--- config.mk ---
export PLATFORM = sky130hd
export DESIGN_NAME = cfu_wrr_arbiter
export DESIGN_NICKNAME = d
export VERILOG_FILES = /design/src/rtl/cfu_wrr_arbiter.sv
export SDC_FILE = /design/constraint.sdc
export NUM_CORES = 1
export LEC_CHECK = 0
export BUFFER_PORTS_ARGS = -buffer_cell sky130_fd_sc_hd__buf_2
export CORE_UTILIZATION = 40
export DETAILED_ROUTE_END_ITERATION = 8
export GPL_TIMING_DRIVEN = 0
export PLACE_DENSITY = 0.71
export SYNTH_ARGS = -nofsm -noshare
export SYNTH_HDL_FRONTEND = slang
export SYNTH_SLANG_ARGS = --single-unit
--- constraint.sdc ---
create_clock -name clk -period 3.5 [get_ports clk]
set_input_delay 0.7 -clock clk [delete_from_list [all_inputs] [get_ports clk]]
set_output_delay 0.7 -clock clk [all_outputs]
set_load 0.01 [all_outputs]
--- src/rtl/cfu_wrr_arbiter.sv ---
// Weighted round-robin sharing of one CFU-L2 target port among N_INIS initiators.
// An initiator-ID FIFO routes target responses back to their owners in issue order.
module cfu_wrr_arbiter #(
    parameter int N_INIS     = 2,
    parameter int CFU_ID_W   = 1,
    parameter int STATE_ID_W = 1,
    parameter int FUNC_ID_W  = 10,
    parameter int DATA_W     = 32,
    parameter int STATUS_W   = 3,
    parameter int WEIGHT     = 4,
    parameter int N_REQS     = 8
) (
    input  logic                             clk,
    input  logic                             rst,
    input  logic                             clk_en,
    input  logic [N_INIS-1:0]                i_req_valids,
    output logic [N_INIS-1:0]                i_req_readys,
    input  logic [N_INIS*CFU_ID_W-1:0]       i_req_cfus,
    input  logic [N_INIS*STATE_ID_W-1:0]     i_req_states,
    input  logic [N_INIS*FUNC_ID_W-1:0]      i_req_funcs,
    input  logic [N_INIS*DATA_W-1:0]         i_req_data0s,
    input  logic [N_INIS*DATA_W-1:0]         i_req_data1s,
    output logic [N_INIS-1:0]                i_resp_valids,
    input  logic [N_INIS-1:0]                i_resp_readys,
    output logic [N_INIS*STATUS_W-1:0]       i_resp_statuss,
    output logic [N_INIS*DATA_W-1:0]         i_resp_datas,
    output logic                             t_req_valid,
    input  logic                             t_req_ready,
    output logic [CFU_ID_W-1:0]              t_req_cfu,
    output logic [STATE_ID_W-1:0]            t_req_state,
    output logic [FUNC_ID_W-1:0]             t_req_func,
    output logic [DATA_W-1:0]                t_req_data0,
    output logic [DATA_W-1:0]                t_req_data1,
    input  logic                             t_resp_valid,
    output logic                             t_resp_ready,
    input  logic [STATUS_W-1:0]              t_resp_status,
    input  logic [DATA_W-1:0]                t_resp_data,
    output logic [$clog2(N_REQS):0]          n_inflight,
    output logic                             err_orphan
);

    localparam int IDX_W   = (N_INIS > 1) ? $clog2(N_INIS) : 1;
    localparam int PTR_W   = (N_REQS > 1) ? $clog2(N_REQS) : 1;
    localparam int CNT_W   = $clog2(N_REQS) + 1;
    localparam int BURST_W = $clog2(WEIGHT + 1);

    logic [IDX_W-1:0]           owner_q, owner_d;
    logic [BURST_W-1:0]         burst_q, burst_d;
    logic [IDX_W-1:0]           fifo_q [N_REQS];
    logic [IDX_W-1:0]           fifo_d [N_REQS];
    logic [PTR_W-1:0]           rd_ptr_q, rd_ptr_d;
    logic [PTR_W-1:0]           wr_ptr_q, wr_ptr_d;
    logic [CNT_W-1:0]           count_q, count_d;
    logic                       t_req_valid_q, t_req_valid_d;
    logic [CFU_ID_W-1:0]        t_req_cfu_q, t_req_cfu_d;
    logic [STATE_ID_W-1:0]      t_req_state_q, t_req_state_d;
    logic [FUNC_ID_W-1:0]       t_req_func_q, t_req_func_d;
    logic [DATA_W-1:0]          t_req_data0_q, t_req_data0_d;
    logic [DATA_W-1:0]          t_req_data1_q, t_req_data1_d;
    logic [N_INIS-1:0]          resp_valid_q, resp_valid_d;
    logic [N_INIS*STATUS_W-1:0] resp_status_q, resp_status_d;
    logic [N_INIS*DATA_W-1:0]   resp_data_q, resp_data_d;
    logic                       err_orphan_q, err_orphan_d;

    logic                       others_req;
    logic                       grant;
    logic                       found;
    logic [IDX_W-1:0]           grant_idx;
    logic [IDX_W-1:0]           cand;
    logic                       fifo_empty;
    logic [IDX_W-1:0]           head;
    logic                       resp_pop;

    // Arbitration: owner keeps the port until its burst is spent and someone else waits.
    always_comb begin
        others_req = 1'b0;
        for (int i = 0; i < N_INIS; i++) begin
            if (IDX_W'(i) != owner_q) others_req = others_req | i_req_valids[i];
        end
        found     = 1'b0;
        grant_idx = owner_q;
        cand      = owner_q;
        if (i_req_valids[owner_q] && ((burst_q < BURST_W'(WEIGHT)) || !others_req)) begin
            found = 1'b1;
        end else begin
            for (int k = 1; k <= N_INIS; k++) begin
                cand = IDX_W'((int'(owner_q) + k) % N_INIS);
                if (!found && i_req_valids[cand]) begin
                    found     = 1'b1;
                    grant_idx = cand;
                end
            end
        end
        grant = (!t_req_valid_q || t_req_ready) && (count_q != CNT_W'(N_REQS)) &&
                (|i_req_valids) && found;
        i_req_readys = grant ? (N_INIS'(1) << grant_idx) : '0;
    end

    always_comb begin
        fifo_empty   = (count_q == '0);
        head         = fifo_q[rd_ptr_q];
        t_resp_ready = !fifo_empty && (!resp_valid_q[head] || i_resp_readys[head]);
        resp_pop     = t_resp_valid && t_resp_ready;
    end

    always_comb begin
        owner_d       = owner_q;
        burst_d       = burst_q;
        fifo_d        = fifo_q;
        rd_ptr_d      = rd_ptr_q;
        wr_ptr_d      = wr_ptr_q;
        t_req_valid_d = t_req_valid_q;
        t_req_cfu_d   = t_req_cfu_q;
        t_req_state_d = t_req_state_q;
        t_req_func_d  = t_req_func_q;
        t_req_data0_d = t_req_data0_q;
        t_req_data1_d = t_req_data1_q;
        resp_valid_d  = resp_valid_q;
        resp_status_d = resp_status_q;
        resp_data_d   = resp_data_q;
        err_orphan_d  = err_orphan_q | (t_resp_valid && fifo_empty);
        count_d       = count_q + CNT_W'(grant) - CNT_W'(resp_pop);

        if (grant) begin
            fifo_d[wr_ptr_q] = grant_idx;
            wr_ptr_d         = wr_ptr_q + PTR_W'(1);
            t_req_valid_d    = 1'b1;
            t_req_cfu_d      = i_req_cfus[grant_idx*CFU_ID_W +: CFU_ID_W];
            t_req_state_d    = i_req_states[grant_idx*STATE_ID_W +: STATE_ID_W];
            t_req_func_d     = i_req_funcs[grant_idx*FUNC_ID_W +: FUNC_ID_W];
            t_req_data0_d    = i_req_data0s[grant_idx*DATA_W +: DATA_W];
            t_req_data1_d    = i_req_data1s[grant_idx*DATA_W +: DATA_W];
            owner_d          = grant_idx;
            if (grant_idx == owner_q) begin
                burst_d = (burst_q >= BURST_W'(WEIGHT)) ? BURST_W'(WEIGHT) : burst_q + BURST_W'(1);
            end else begin
                burst_d = BURST_W'(1);
            end
        end else if (t_req_ready) begin
            t_req_valid_d = 1'b0;
        end

        if (resp_pop) rd_ptr_d = rd_ptr_q + PTR_W'(1);

        for (int i = 0; i < N_INIS; i++) begin
            if (resp_pop && (head == IDX_W'(i))) begin
                resp_valid_d[i]                         = 1'b1;
                resp_status_d[i*STATUS_W +: STATUS_W]   = t_resp_status;
                resp_data_d[i*DATA_W +: DATA_W]         = t_resp_data;
            end else if (i_resp_readys[i]) begin
                resp_valid_d[i] = 1'b0;
            end
        end
    end

    always_ff @(posedge clk) begin
        if (rst) begin
            owner_q       <= '0;
            burst_q       <= '0;
            for (int i = 0; i < N_REQS; i++) fifo_q[i] <= '0;
            rd_ptr_q      <= '0;
            wr_ptr_q      <= '0;
            count_q       <= '0;
            t_req_valid_q <= 1'b0;
            t_req_cfu_q   <= '0;
            t_req_state_q <= '0;
            t_req_func_q  <= '0;
            t_req_data0_q <= '0;
            t_req_data1_q <= '0;
            resp_valid_q  <= '0;
            resp_status_q <= '0;
            resp_data_q   <= '0;
            err_orphan_q  <= 1'b0;
        end else if (clk_en) begin
            owner_q       <= owner_d;
            burst_q       <= burst_d;
            fifo_q        <= fifo_d;
            rd_ptr_q      <= rd_ptr_d;
            wr_ptr_q      <= wr_ptr_d;
            count_q       <= count_d;
            t_req_valid_q <= t_req_valid_d;
            t_req_cfu_q   <= t_req_cfu_d;
            t_req_state_q <= t_req_state_d;
            t_req_func_q  <= t_req_func_d;
            t_req_data0_q <= t_req_data0_d;
            t_req_data1_q <= t_req_data1_d;
            resp_valid_q  <= resp_valid_d;
            resp_status_q <= resp_status_d;
            resp_data_q   <= resp_data_d;
            err_orphan_q  <= err_orphan_d;
        end
    end

    assign t_req_valid    = t_req_valid_q;
    assign t_req_cfu      = t_req_cfu_q;
    assign t_req_state    = t_req_state_q;
    assign t_req_func     = t_req_func_q;
    assign t_req_data0    = t_req_data0_q;
    assign t_req_data1    = t_req_data1_q;
    assign i_resp_valids  = resp_valid_q;
    assign i_resp_statuss = resp_status_q;
    assign i_resp_datas   = resp_data_q;
    assign n_inflight     = count_q;
    assign err_orphan     = err_orphan_q;

endmodule

==> results of run 1 <==
## worst max-delay path, cell delays in order (launching register included)
cell and delay [ns]:
dfxtp_1 0.38, inv_1 0.09, o21ai_1 0.13, a22o_1 0.18
buf_4 0.19, buf_8 0.21, buf_2 0.25, nor2b_1 0.14
buf_2 0.14
## flip-flops by register name (all words and copies together), names as in the netlist
signal,flops
n_inflight,4
t_req_valid,1
t_req_state,1
i_resp_statuss,6
burst_q,3
t_req_data1,32
t_req_cfu,1
err_orphan,1
i_resp_datas,64
t_req_data0,32
fifo_q,8
t_req_func,10
i_resp_valids,2
owner_q,1
wr_ptr_q,3
rd_ptr_q,3
## power by group
group          internal [mW]  total, mW  leakage [nW]  switching [mW]
sequential              2.21       2.35          1.41           0.141
clock                   1.08       1.94         0.296           0.863
combinational          0.729       1.63          3.26           0.904
## area by class of cell
| class | instances | share of cell area, % |
|---|---|---|
| multi-input combinational | 496 | 34.90 |
| sequential | 172 | 34.30 |
| timing repair buffer | 351 | 17.50 |
| clock buffer | 17 | 4.238 |
| buffer | 61 | 4.101 |
| tap | 229 | 2.854 |
| clock inverter | 15 | 1.770 |
| inverter | 9 | 0.3365 |
## metal layers
metal  share of wire, %  GRT usage [%]
met4                1.2          6.582
met1                 44          27.29
met2                 49          35.58
met5                  0              0
met3                6.3          4.971
## worst min path at each step
| stage | depth (start not counted) | start | slack [ns] | endpoint |
|---|---|---|---|---|
| after floorplan | 2 | burst_q[1] | 0.45 | burst_q[1] |
| after global placement | 2 | err_orphan | 0.45 | err_orphan |
| after detailed placement | 2 | err_orphan | 0.46 | err_orphan |
| after CTS | 2 | err_orphan | 0.47 | err_orphan |
| after global routing | 2 | burst_q[1] | 0.50 | burst_q[1] |
| final | 2 | err_orphan | 0.47 | err_orphan |
## synthesized netlist by cell type, drive strengths merged, types with 3 or more instances
| library cell | number | area (µm²) |
|---|---|---|
| ha | 10 | 125.1 |
| buf | 34 | 310.3 |
| nand3 | 4 | 20.02 |
| nand2b | 5 | 31.28 |
| a211oi | 81 | 608.1 |
| mux2i | 165 | 1652 |
| nor2b | 6 | 45.04 |
| nand4 | 4 | 25.02 |
| dfxtp | 172 | 3443 |
| a21oi | 9 | 45.04 |
| clkbuf | 27 | 101.4 |
| nor2 | 171 | 641.9 |
| inv | 9 | 33.78 |
| xnor2 | 3 | 26.28 |
| nand2 | 12 | 45.04 |
## through the flow
step           instance area [µm²]  setup slack, ns  cells  utilization [%]  total power, mW
2_1_floorplan                 7392            1.042    738                -            3.409
3_3_place_gp                  9435           0.7042   1318            52.35            3.996
3_5_place_dp                  9435           0.7154   1318            52.35            4.031
4_1_cts                      10040           0.6342   1350            55.69            5.969
5_1_grt                      10040           0.5481   1350            55.69            6.235
6_report                     10040           0.6573   1350            55.69            5.922
## cells by family after synthesis
family	count (synthesis)	share of synthesized area, %
and+or+nand+nor	214	12.29
buffers and inverters	70	6.026
xor gates and xnor gates	4	0.4740
muxes	167	22.65
AOI/OAI and AO/OA	100	10.02
adders and majority gates	11	1.963
DFF	172	46.58
==> results.json, run 1 <==
{
  "powerDensity_nw_per_um2": 590.0,
  "drc": 0,
  "synth_nets": 945,
  "cts_tree": "yes",
  "wirelength_mm": 21.37,
  "final.period_utilization_pct": 81.22,
  "clk_path_buf_depth": 2,
  "multi_input_area_um2": 3503,
  "postRouteAntennaNets": 0,
  "antennaDiodeCount": 0,
  "place_hpwl_mm": 16.22,
  "syn_inst": 738,
  "synth_cell_types": 43,
  "gp_congestion": 0.8197,
  "grt_max_degree": 18,
  "cts_resized": 0,
  "max_freq_ghz": 0.3518,
  "endpoint": "i_req_readys[1]",
  "timing.rr.end": "n_inflight[2]",
  "rr_worst_depth": 12,
  "tightest_slew_ns": 0.7372,
  "via_per_inst": 4.875,
  "synth-async-reset-ratio_pct": 0,
  "crit_fanout": 10,
  "rows": 49,
  "r2r_slack_ns": 0.80,
  "first_iter_violations": 267,
  "grt_first_pass_wirelength_mm": 30.90,
  "cts_setup_buffers": 0,
  "fillers": 1678,
  "dieArea_um2": 19030,
  "die_w_um": 137.9,
  "cp.required_ns": 2.80,
  "cap_violations": 0,
  "htree_levels": 4,
  "worstSetupEndpointType": "primary output",
  "ir_worst_vdd_mv": 0.3149,
  "synth_top_flop_cell": "dfxtp_1",
  "io_buffer_count": 351,
  "drive_above_1_share_pct": 37.38,
  "fin_skew_ns": 0.01446,
  "mostFrequentLayoutCell": "buf_2",
  "synth.ff_latch_count": 172,
  "crit_arrival_ns": 2.14,
  "vias": 6581,
  "worst_setup_path_start_kind": "flip-flop",
  "area_growth_pct": 35.80,
  "grt_usage_pct": 21.38,
  "cts_hold_buf": 0,
  "crit_start": "burst_q[2]",
  "r2r-start": "rd_ptr_q[0]",
  "syn_area_um2": 7392,
  "hold_class": "reg2reg",
  "synth_area_per_cell_um2": 10.02,
  "grt.overflow.total": 0,
  "seq_area_um2": 3443,
  "die_h_um": 137.9,
  "ios": 353,
  "hold_viol_final": 0,
  "p_leak_nw": 4.957,
  "cts-root-buf": "clkbuf_16",
  "antenna_found_initial": 0,
  "tns_ns": 0,
  "seq_area_frac_synth_pct": 46.58,
  "dr.pass1.iters": 4,
  "insertion_delay_ns": 0.42,
  "cts_num_sinks": 172,
  "relSlewSlack_pct": 50.85,
  "cts_buffers": 17,
  "setup_viol": 0,
  "path_class": "reg2out",
  "drv_slew": 0,
  "initial_core_util_pct": 41.01,
  "rsz0062_at_grt": "false",
  "path_clk_slew_ns": 0.07,
  "grt_pass1_vias": 5936,
  "core_area_um2": 18020,
  "mostFrequentLayoutCells": "362 x buf_2, 172 x dfxtp_1, 171 x nor2_1, 165 x mux2i_1, 81 x a211oi_1",
  "synth_edf_count": 0,
  "final_nets": 1315,
  "avgRoutedWirePerCell_um": 15.83,
  "status": "finished, final reports clean",
  "ys.warnings.count": 0,
  "layout_min_cycle_time_ns": 2.843,
  "whs_ns": 0.4701
}
(Power assumes the default switching activity.)
==> run 2, diff against run 1 <==
Settings changed: PLACE_DENSITY 0.71 to 0.73.
Clock period 3.5 ns to 2.4 ns, I/O delays scaled along.
==> run 2 against run 1 <==
Combinational power rose by 52%. Flip-flop and latch count stayed put. Count of clock-buffer cells in the layout is 1 higher. Clock power rose by 48%. The flow now finishes with violations (setup timing). First-iteration DRC count shrank 1.9%.
==> results.json, run 2 (same netlist as run 1, synthesis figures left out) <==
{
  "initial_core_util_pct": 41.01,
  "cp.required_ns": 2.69,
  "drive_above_1_share_pct": 38.78,
  "min_from": "t_resp_data[3]",
  "avgRoutedWirePerCell_um": 15.59,
  "via_per_inst": 4.883,
  "fin_cells": 1356,
  "ir_worst_vdd_mv": 0.4782,
  "crit_start": "rd_ptr_q[0]",
  "p_sw_share_pct": 31.51,
  "die_w_um": 137.9,
  "core_area_um2": 18020,
  "grt_max_degree": 17,
  "status": "finished with violations",
  "max_freq_ghz": 0.3958,
  "path_clk_slew_ns": 0.07,
  "final_nets": 1321,
  "worst_setup_path_start_kind": "flip-flop",
  "violations": "setup timing",
  "cts_buffers": 17,
  "dieArea_um2": 19030,
  "grt_pass1_vias": 5981,
  "grt.overflow.total": 0,
  "comb_power_share_pct": 28.1,
  "htree_levels": 4,
  "p_leak_nw": 4.988,
  "mostFrequentLayoutCell": "buf_2",
  "grt_first_pass_wirelength_mm": 30.85,
  "rsz0062_at_grt": "true",
  "fin_skew_ns": 0.008361,
  "vias": 6621,
  "cap_violations": 0,
  "clk_path_buf_depth": 2,
  "io_buffer_count": 351,
  "insertion_delay_ns": 0.42,
  "drv_slew": 0,
  "grt_usage_pct": 21.35,
  "power_frac_clock_pct": 32.7,
  "fillers": 1649,
  "largest_reg_flops": 64,
  "mostFrequentLayoutCells": "361 x buf_2, 171 x nor2_1, 171 x dfxtp_1, 163 x mux2i_1, 80 x a211oi_1",
  "pre_cts_ws_ns": -0.2652,
  "drc": 0,
  "postRouteAntennaNets": 0,
  "first_iter_violations": 262,
  "cts-root-buf": "clkbuf_16",
  "crit_fanout": 6,
  "dp_cells": 1318,
  "powerDensity_nw_per_um2": 864.1,
  "die_h_um": 137.9,
  "crit_arrival_ns": 2.81,
  "tightest_slew_ns": 0.6342,
  "rows": 49,
  "antennaDiodeCount": 0,
  "p_sw_mw": 2.767,
  "cts_num_sinks": 172,
  "worstSetupEndpointType": "flip-flop",
  "power_frac_seq_pct": 39.2,
  "ios": 353,
  "layout_min_cycle_time_ns": 2.526,
  "cts_hold_buf": 0,
  "wirelength_mm": 21.14,
  "antenna_found_initial": 0,
  "cts_tree": "yes",
  "r2r-start": "rd_ptr_q[0]",
  "internal_power_mw": 6.014,
  "setup_ws_ns": -0.1264,
  "setup_viol": 3,
  "tns_ns": -0.3147,
  "dr.pass1.iters": 4,
  "path_class": "reg2reg",
  "final.period_utilization_pct": 105.3,
  "relSlewSlack_pct": 57.72,
  "hold_viol_final": 0,
  "place_hpwl_mm": 16.13,
  "whs_ns": 0.3091,
  "area_growth_pct": 37.47,
  "hold_class": "in2reg",
  "gp_congestion": 0.8350
}
==> run 2: layout make-up <==
class / count / area [µm²] / share of cell area (%)
buffer: 59 / 400.4 / 3.940
clock buffer: 18 / 429.2 / 4.223
clock inverter: 14 / 185.2 / 1.822
inverter: 9 / 33.78 / 0.3324
multi-input combinational: 496 / 3563 / 35.07
sequential: 172 / 3447 / 33.92
tap: 229 / 286.5 / 2.820
timing repair buffer: 359 / 1817 / 17.88
==> run 2: power groups by stage <==
stage / Clock (mW) / Sequential, mW / Combinational, mW
floorplan: 0 / 3.63 / 1.35
global placement: 0 / 3.47 / 2.35
detailed placement: 0 / 3.48 / 2.39
CTS: 2.92 / 3.42 / 2.44
global route: 3.05 / 3.49 / 2.73
finish: 2.87 / 3.44 / 2.47
==> run 2: final timing paths <==
path                           end  slack (ns)  depth (start not counted)
hold / removal    i_resp_datas[35]        0.31                          3
setup reg to reg     n_inflight[1]       -0.13                         11
setup / recovery     n_inflight[1]       -0.13                         11
hold reg to reg   i_resp_datas[13]        0.49                          2
==> run 2: stage by stage <==
stage | area (µm²) | total power [mW] | utilization (%)
finish | 10160 | 8.781 | 56.38
global route | 10160 | 9.271 | 56.38
CTS | 10120 | 8.776 | 56.16
detailed placement | 9443 | 5.866 | 52.39
global placement | 9443 | 5.816 | 52.39
floorplan | 7400 | 4.976 | -
==> run 2: critical path: stages, from the launching register on <==
cell	delay (ns)
dfxtp_4	0.38
mux2i_2	0.16
a22oi_2	0.22
nand3_2	0.14
mux2i_4	0.22
nor3b_2	0.18
ha_2	0.29
inv_2	0.07
ha_4	0.13
fa_2	0.42
mux2i_1	0.14
nor2_1	0.05
==> run 2: repair_timing <==
action	4_1_cts	5_1_grt
hold endpoints to repair	0	0
pin swaps	4	7
resized for setup	7	8
buffers inserted	6	2
endpoints found under the setup margin	5	6
==> run 2: routing by layer <==
metal	track usage [%]	up-vias	wire length (µm)	share of wire, %
li1	-	3339	-	-
met1	26.67	3038	9400	44
met2	35.81	224	10260	49
met3	5.994	20	1259	6.0
met4	5.797	0	220	1.0
met5	0	-	0	0
